[config.mk]
export PLATFORM = sky130hd
export DESIGN_NAME = ssg_scan_capture
export DESIGN_NICKNAME = d
export VERILOG_FILES = /design/src/rtl/ssg_scan_capture.sv
export SDC_FILE = /design/constraint.sdc
export NUM_CORES = 1
export LEC_CHECK = 0
export CORE_UTILIZATION = 30
export CTS_CLUSTER_SIZE = 25
export DETAILED_ROUTE_END_ITERATION = 8
export GPL_ROUTABILITY_DRIVEN = 0
export HOLD_SLACK_MARGIN = 0.15
export PLACE_DENSITY = 0.47
export SLEW_MARGIN = 20
export SYNTH_ARGS = -nofsm -noshare
export SYNTH_HDL_FRONTEND = slang
export SYNTH_SLANG_ARGS = --single-unit
[constraint.sdc]
create_clock -name clk_i -period 2.9 [get_ports clk_i]
set_input_delay 0.87 -clock clk_i [delete_from_list [all_inputs] [get_ports clk_i]]
set_output_delay 0.87 -clock clk_i [all_outputs]
set_load 0.02 [all_outputs]
[src/rtl/ssg_scan_capture.sv]
// ssg_scan_capture
// Observes the multiplexed, active-low seven-segment bus. Each stable
// {dig_sel, seg} pattern held for STABLE consecutive samples is decoded
// back to a digit and stored at the selected position. The bus side and
// the outputs are separated by registers only.
module ssg_scan_capture #(
  parameter int NDIG   = 8,
  parameter int STABLE = 4
) (
  input  logic                    clk_i,
  input  logic                    rst_ni,
  input  logic                    en_i,
  input  logic [NDIG-1:0]         dig_sel_i,
  input  logic [6:0]              seg_i,
  output logic [4*NDIG-1:0]       digits_o,
  output logic [NDIG-1:0]         err_o,
  output logic                    upd_o,
  output logic [$clog2(NDIG)-1:0] upd_idx_o,
  output logic                    frame_done_o
);

  localparam int IW = $clog2(NDIG);
  localparam int CW = $clog2(STABLE + 1);
  localparam int SW = NDIG + 7;
  localparam logic [CW-1:0]   CNT_MAX = CW'(STABLE);
  localparam logic [CW-1:0]   CNT_ONE = CW'(1);
  localparam logic [NDIG-1:0] SEL_ONE = NDIG'(1);

  typedef enum logic [1:0] {
    ST_IDLE  = 2'd0,
    ST_TRACK = 2'd1,
    ST_HOLD  = 2'd2
  } state_e;

  // Segment pattern to {unknown, value}; unknown patterns read back as F.
  function automatic logic [4:0] decode_seg(input logic [6:0] s);
    logic [4:0] r;
    case (s)
      7'b1000000: r = {1'b0, 4'd0};
      7'b1111001: r = {1'b0, 4'd1};
      7'b0100100: r = {1'b0, 4'd2};
      7'b0110000: r = {1'b0, 4'd3};
      7'b0011001: r = {1'b0, 4'd4};
      7'b0010010: r = {1'b0, 4'd5};
      7'b0000010: r = {1'b0, 4'd6};
      7'b1111000: r = {1'b0, 4'd7};
      7'b0000000: r = {1'b0, 4'd8};
      7'b0010000: r = {1'b0, 4'd9};
      default:    r = {1'b1, 4'hF};
    endcase
    return r;
  endfunction

  // Exactly one select line driven (low) on the bus.
  function automatic logic sel_is_valid(input logic [NDIG-1:0] low);
    return (low != '0) && ((low & (low - SEL_ONE)) == '0);
  endfunction

  // Position of the single active select; OR-reduction is exact for one-hot.
  function automatic logic [IW-1:0] sel_index(input logic [NDIG-1:0] low);
    logic [IW-1:0] idx;
    idx = '0;
    for (int i = 0; i < NDIG; i++) begin
      idx = idx | (low[i] ? IW'(i) : '0);
    end
    return idx;
  endfunction

  state_e              state_q, state_d;
  logic [CW-1:0]       cnt_q, cnt_d;
  logic [SW-1:0]       sample_q;
  logic [4*NDIG-1:0]   digits_q, digits_d;
  logic [NDIG-1:0]     err_q, err_d;
  logic [NDIG-1:0]     seen_q, seen_d;
  logic                upd_q, upd_d;
  logic [IW-1:0]       idx_q, idx_d;
  logic                frame_q, frame_d;

  logic [SW-1:0]       sample_s;
  logic                changed_s;
  logic [NDIG-1:0]     sel_low_s;
  logic                sel_valid_s;
  logic [IW-1:0]       sel_idx_s;
  logic [4:0]          dec_s;
  logic                capture_s;

  assign sample_s    = {dig_sel_i, seg_i};
  assign changed_s   = (sample_s != sample_q);
  assign sel_low_s   = ~dig_sel_i;
  assign sel_valid_s = sel_is_valid(sel_low_s);
  assign sel_idx_s   = sel_index(sel_low_s);
  assign dec_s       = decode_seg(seg_i);

  // Stability counter and IDLE/TRACK/HOLD sequencing; decides when to capture.
  always_comb begin
    state_d   = state_q;
    cnt_d     = cnt_q;
    capture_s = 1'b0;
    if (!en_i || !sel_valid_s) begin
      state_d = ST_IDLE;
      cnt_d   = '0;
    end else begin
      if (changed_s) begin
        cnt_d = CNT_ONE;
      end else if (cnt_q >= CNT_MAX) begin
        cnt_d = CNT_MAX;
      end else begin
        cnt_d = cnt_q + CNT_ONE;
      end
      case (state_q)
        ST_IDLE, ST_TRACK: begin
          if (cnt_d == CNT_MAX) begin
            capture_s = 1'b1;
            state_d   = ST_HOLD;
          end else begin
            state_d = ST_TRACK;
          end
        end
        ST_HOLD: begin
          // An unchanged pattern stays captured; a change restarts the window.
          if (changed_s) begin
            if (cnt_d == CNT_MAX) begin
              capture_s = 1'b1;
              state_d   = ST_HOLD;
            end else begin
              state_d = ST_TRACK;
            end
          end else begin
            state_d = ST_HOLD;
          end
        end
        default: begin
          state_d = ST_IDLE;
          cnt_d   = '0;
        end
      endcase
    end
  end

  // Capture datapath: digit store, error flags, update pulse and frame mask.
  always_comb begin
    digits_d = digits_q;
    err_d    = err_q;
    seen_d   = seen_q;
    upd_d    = 1'b0;
    idx_d    = idx_q;
    frame_d  = 1'b0;
    if (capture_s) begin
      digits_d[{sel_idx_s, 2'b00} +: 4] = dec_s[3:0];
      err_d[sel_idx_s]                  = dec_s[4];
      upd_d                             = 1'b1;
      idx_d                             = sel_idx_s;
      if (&(seen_q | sel_low_s)) begin
        frame_d = 1'b1;
        seen_d  = '0;
      end else begin
        seen_d = seen_q | sel_low_s;
      end
    end else begin
      seen_d = seen_q;
    end
  end

  // State, sample and output registers.
  always_ff @(posedge clk_i or negedge rst_ni) begin
    if (!rst_ni) begin
      state_q  <= ST_IDLE;
      cnt_q    <= '0;
      sample_q <= '1;
      digits_q <= '0;
      err_q    <= '0;
      seen_q   <= '0;
      upd_q    <= 1'b0;
      idx_q    <= '0;
      frame_q  <= 1'b0;
    end else begin
      state_q  <= state_d;
      cnt_q    <= cnt_d;
      sample_q <= sample_s;
      digits_q <= digits_d;
      err_q    <= err_d;
      seen_q   <= seen_d;
      upd_q    <= upd_d;
      idx_q    <= idx_d;
      frame_q  <= frame_d;
    end
  end

  assign digits_o     = digits_q;
  assign err_o        = err_q;
  assign upd_o        = upd_q;
  assign upd_idx_o    = idx_q;
  assign frame_done_o = frame_q;

endmodule

==> flow_summary.toml, run 1 <==
[cells_and_area]
final_layout_size_suffix_gt1_share_pct = 40.2
mostFrequentLayoutCell = "sky130_fd_sc_hd__buf_4"
finish.instance_area_um2 = 5310
syn2layout_area_growth_pct = 45.4
count_of_filler_cells_inserted_in_the_layout = 1096
nNetsFinal = 455
n_antenna_cell = 0
final_cell_mix = "69 x sky130_fd_sc_hd__buf_4, 58 x sky130_fd_sc_hd__dfrtp_1, 52 x sky130_fd_sc_hd__clkdlybuf4s50_1"

[routing]
wl_um = 9620
vias_per_cell = 5.06
post_detailed_route_wirelength_per_cell_um = 16.6
dr.pass1.iters = 5
route.detailed.drc = 0
route.vias.total = 2937
drt.antenna.violating_nets = 0
first_iter_violations = 123

[setup_path]
timing.critical_path.to_type = "flop"
cp_data_required_time_ns = 3.11
worst-r2r-cell-count = 8
critPathLaunchType = "input pin"
crit-reg2reg-launch = "cnt_q[0]"
timing.setup.critical_path_class = "in -> reg"
critical_path_peak_fanout = 4
reg2reg_to = "digits_o[6]"
critPathArrivalTime_ns = 3.06
r2r_slack_ns = 0.49

[min_path]
holdCritStartpoint = "seen_q[7]"
hold_path_end = "seen_q[7]"
hold-path-cell-count = 2
hold_path.class = "reg -> reg"

[die]
design.portCount = 63
chipHeight_um = 112
die_area_um2 = 12600
initial_core_util_pct = 31.3
chipWidth_um = 112
fp.coreArea_um2 = 11700
row_count = 39

[sta]
period_needed_ns = 2.85
max_slew_margin_pct = 38.3
skew_ns = 0.00710
final_setup_vio_count = 0
tightestPinTransition_ns = 0.925
tns_ns = 0
fin_crit_sh_pct = 98.3
setup_repair_after_global_routing_missed_its_margin = "false"
final-max-slew-violation-count = 0
achievable-frequency_ghz = 0.351
timing.final.hold_violations = 0

[synthesis]
synth-seq-cells = 73
mean_area_per_synthesized_cell_um2 = 12.1
netlist_instances = 303
postSynth.asyncResetShare_pct = 100
number_of_flops_mapped_to_enable_cells_by_yosys = 0
yosys_warnings = 0
synth_flop_cell = "sky130_fd_sc_hd__dfrtp_1"
syn-num-nets = 325
synth_seq_area_share_pct = 50.5
netlist_area_um2 = 3650
number_of_distinct_library_cells_after_synthesis = 57

[pwr]
internal_power_w = 0.00198
combPwrFrac_pct = 8.6
seqPwrFrac_pct = 41.2
p_leak_nw = 2.44
peakVddDrop_v = 0.000283
power.density_nw_per_um2 = 477
switching_share_pct = 22.0
power.share.clock_pct = 50.2
p_total_w = 0.00254
power.net_switching_w = 0.000558

[grt]
pin_count_of_the_biggest_net_entering_global_routing = 74
antenna_found_initial = 0
number_of_global_route_vias_before_repair = 2909
grt_pass1_wl_um = 15700
grt_util_all_layers_pct = 16.3
global_route.overflow_total = 0

[job]
maxCapViolations = 0

[status]
run_status = "complete, no violations"

[cts]
cts_tree = "built"
clockBufferDepth = 2
hold_buffers = 0
cts_root_buf = "sky130_fd_sc_hd__clkbuf_16"
clkTransAtPathRegs_ns = 0.06
htree_levels = 3
worstSkewPairLatency_ns = 0.33
clock_net_sink_count = 73
cts_buffers = 9

[place]
detailed_place.area_um2 = 4900
hpwlAfterDp_um = 7380
portBuffers = 62
[cell families after synthesis]
kind of cell,synth area share (%)
buffers and inverters,3.97
xor gates and xnor gates,4.25
DFF,50.5
and+or+nand+nor,18.2
adders and majority gates,1.37
AOI/OAI and AO/OA,8.49
muxes,13.3
[critical path, cell delays in order]
cell                              delay (ns)
sky130_fd_sc_hd__clkdlybuf4s50_1        0.45
sky130_fd_sc_hd__xnor2_1                0.26
sky130_fd_sc_hd__nand4_1                0.20
sky130_fd_sc_hd__or4_4                  0.59
sky130_fd_sc_hd__nor4_4                 0.21
sky130_fd_sc_hd__buf_4                  0.19
sky130_fd_sc_hd__mux2_4                 0.30
[through the flow]
| stage | utilization (%) | setup WS [ns] | instances | hold WS, ns |
|---|---|---|---|---|
| floorplan | - | -0.0245 | 303 | 0.463 |
| global placement | 42.1 | -0.492 | 559 | 0.480 |
| detailed placement | 42.1 | -0.564 | 559 | 0.486 |
| CTS | 45.3 | 0.00457 | 581 | 0.500 |
| global route | 45.6 | 0.00644 | 581 | 0.513 |
| finish | 45.6 | 0.0501 | 581 | 0.503 |
[Yosys cell counts (7+ instances only)]
cell,count,area [µm²]
sky130_fd_sc_hd__dfrtp_1,58,1450
sky130_fd_sc_hd__mux2_2,43,484
sky130_fd_sc_hd__inv_1,16,60.1
sky130_fd_sc_hd__dfstp_2,15,394
sky130_fd_sc_hd__nor2_1,14,52.6
sky130_fd_sc_hd__xnor2_1,14,123
sky130_fd_sc_hd__nand4_1,12,75.1
sky130_fd_sc_hd__nand2_1,9,33.8
sky130_fd_sc_hd__nand3_1,9,45.0
sky130_fd_sc_hd__nor4_1,9,56.3
sky130_fd_sc_hd__a31oi_1,7,43.8
sky130_fd_sc_hd__nor3_1,7,35.0
[layout make-up]
cell class	instances	area [µm²]	share of cell area [%]
clock buffers	10	229	4.31
clock inverters	6	116	2.19
inverters	17	66.3	1.25
multi-input cells	202	1760	33.0
flip-flops and latches	73	1850	34.7
well taps	143	179	3.37
repair buffers	130	1120	21.1
[power groups by stage]
stage / clock network [W] / logic, W / registers, W
after floorplan: 0 / 0.000100 / 0.00106
after global placement: 0 / 0.000215 / 0.00106
after detailed placement: 0 / 0.000216 / 0.00106
after CTS: 0.00131 / 0.000217 / 0.00104
after global routing: 0.00136 / 0.000239 / 0.00104
final: 0.00127 / 0.000218 / 0.00104
[state kept, by name, summed over array words and instances (netlist names)]
| signal | flops |
|---|---|
| seen_q | 8 |
| upd_idx_o | 3 |
| digits_o | 32 |
| state_q | 2 |
| err_o | 8 |
| sample_q | 15 |
| upd_o | 1 |
| cnt_q | 3 |
| frame_done_o | 1 |
[how the worst max path moves through the flow]
| stage | cells past startpoint | end | slack [ns] | startpoint |
|---|---|---|---|---|
| floorplan | 10 | digits_o[20] | -0.02 | dig_sel_i[3] |
| CTS | 8 | digits_o[11] | 0.005 | seg_i[2] |
| global route | 7 | digits_o[23] | 0.006 | seg_i[1] |
| global placement | 9 | digits_o[20] | -0.49 | dig_sel_i[7] |
| finish | 7 | digits_o[22] | 0.05 | seg_i[1] |
| detailed placement | 11 | digits_o[23] | -0.56 | dig_sel_i[7] |
[metal layers]
layer,part of all wire (%),GRT usage [%]
met2,48,26.5
met3,3.0,2.59
met5,0,0
met1,47,21.6
met4,2.1,7.47
[repair_timing]
action                                  in CTS  in global routing
cloned                                       0                  0
endpoints found under the setup margin      24                 21
setup buffers                                6                  0
resized for setup                            7                  8
pin swaps                                    4                  1
No activity file was read; power rests on OpenSTA's default activity.
==> run 2: changes to the inputs <==
Clock period 2.9 ns to 3.1 ns, I/O delays scaled along.
==> run 2 against run 1 <==
  * First-iteration DRC count rose by 5.7%
  * Combinational power shrank 11%
  * Sequential share of layout area grew 0.92 points
  * Final area shrank 2.6%
  * Largest cell class unchanged
  * Critical path depth unchanged
  * Worst hold slack better by 0.0019 ns
  * Clock skew down 0.00074 ns
  * Critical path type unchanged
==> flow_summary.toml, run 2 (same netlist as run 1, synthesis figures left out) <==
[cts]
htree_levels = 3
cts_tree = "built"
cts_root_buf = "sky130_fd_sc_hd__clkbuf_16"
hold_buffers = 0
clockBufferDepth = 2
worstSkewPairLatency_ns = 0.35
cts_buffers = 9
clkTransAtPathRegs_ns = 0.06
clock_net_sink_count = 73

[grt]
pin_count_of_the_biggest_net_entering_global_routing = 74
antenna_found_initial = 1
grt_util_all_layers_pct = 17.1
global_route.overflow_total = 0
grt_pass1_wl_um = 16200
number_of_global_route_vias_before_repair = 3145

[setup_path]
timing.setup.critical_path_class = "in -> reg"
critPathArrivalTime_ns = 3.23
critPathLaunchType = "input pin"
max_stage_delay_ns = 0.59
critical_path_peak_fanout = 4
timing.critical_path.to_type = "flop"
cp_data_required_time_ns = 3.33
worst_path_max_delay_cell = "sky130_fd_sc_hd__clkdlybuf4s50_1"
timing.critical_path.cells = "clkdlybuf4s50_1 -> xnor2_1 -> nand4_1 -> or4_4 -> nor4_4 -> buf_4 -> mux2_2"

[die]
row_count = 39
design.portCount = 63
initial_core_util_pct = 31.3
chipHeight_um = 112
die_area_um2 = 12600
chipWidth_um = 112
fp.coreArea_um2 = 11700

[routing]
first_iter_violations = 130
dr.pass1.iters = 4
post_detailed_route_wirelength_per_cell_um = 17.1
route.detailed.drc = 0
vias_per_cell = 4.97
route.vias.total = 2865
drt.antenna.violating_nets = 0
wl_um = 9830

[sta]
skew_ns = 0.00635
timing.final.hold_violations = 0
fin_crit_sh_pct = 96.5
achievable-frequency_ghz = 0.334
period_needed_ns = 2.99
postLayoutSetupSlackWorst_ns = 0.108
tns_ns = 0
final_setup_vio_count = 0
max_slew_margin_pct = 51.0
setup_repair_after_global_routing_missed_its_margin = "false"
final-max-slew-violation-count = 0
tightestPinTransition_ns = 0.735

[status]
run_status = "complete, no violations"

[cells_and_area]
final_cell_mix = "62 x sky130_fd_sc_hd__buf_4, 58 x sky130_fd_sc_hd__dfrtp_1, 54 x sky130_fd_sc_hd__clkdlybuf4s50_1"
final_layout_size_suffix_gt1_share_pct = 37.9
mostFrequentLayoutCell = "sky130_fd_sc_hd__buf_4"
largest_reg_flops = 32
nNetsFinal = 450
syn2layout_area_growth_pct = 41.6
n_antenna_cell = 0
finish.instance_area_um2 = 5170

[place]
detailed_place.area_um2 = 4840
place_worst_setup_slack_ns = -0.443
hpwlAfterDp_um = 7360
portBuffers = 62

[pwr]
peakVddDrop_v = 0.000366
p_leak_nw = 2.37
power.density_nw_per_um2 = 430

[job]
maxCapViolations = 0

[min_path]
hold_path.class = "reg -> reg"
==> run 2: metal layers <==
metal | vias up | track usage, % | share of wire (%)
met5 | - | 0 | 0.13
met4 | 2 | 8.44 | 2.2
met3 | 20 | 6.10 | 5.6
met2 | 68 | 27.3 | 46
met1 | 1395 | 20.4 | 46
li1 | 1380 | - | -
==> run 2: critical path: cells and delay by family <==
kind	cells	cell delay, ns
simple gates	3	1.02
xor+xnor	1	0.17
mux	1	0.33
buf+inv	2	0.77
==> run 2: final timing paths <==
| check | to | start | cells past startpoint | slack [ns] |
|---|---|---|---|---|
| min reg2reg | digits_o[17] | digits_o[17] | 1 | 0.51 |
| max | digits_o[23] | dig_sel_i[0] | 7 | 0.11 |
| min in group asynchronous | seen_q[1] | rst_ni | 2 | 0.61 |
| max in group asynchronous | sample_q[7] | rst_ni | 2 | 2.18 |
| min | digits_o[17] | digits_o[17] | 1 | 0.51 |
| max reg2reg | digits_o[7] | cnt_q[0] | 8 | 0.64 |
==> run 2: power by group <==
part	internal, W	total [W]	switching [W]
Combinational	0.0000852	0.000195	0.000110
Clock	0.000628	0.00106	0.000428
Sequential	0.000971	0.000976	0.00000524
==> run 2: cell type report <==
type	instances	area, µm²
clock buffer	9	225
clock inverter	7	76.3
fill	1106	6490
inverter	17	63.8
multi-input combinational	202	1670
sequential	73	1850
tap	143	179
timing repair buffer	125	1110
==> run 2: per-stage QoR <==
stage	instances	hold WS (ns)	power (W)	util [%]
2_1_floorplan	303	0.463	0.00108	-
3_3_place_gp	556	0.484	0.00119	41.5
3_5_place_dp	556	0.491	0.00119	41.5
4_1_cts	576	0.505	0.00227	44.3
5_1_grt	576	0.521	0.00232	44.4
6_report	576	0.505	0.00223	44.4
==> run 2: timing repair <==
item                                    4_1_cts  5_1_grt
endpoints found under the setup margin        8        4
pin swaps                                     4        1
resized for setup                            13        1
setup buffers                                 4        0
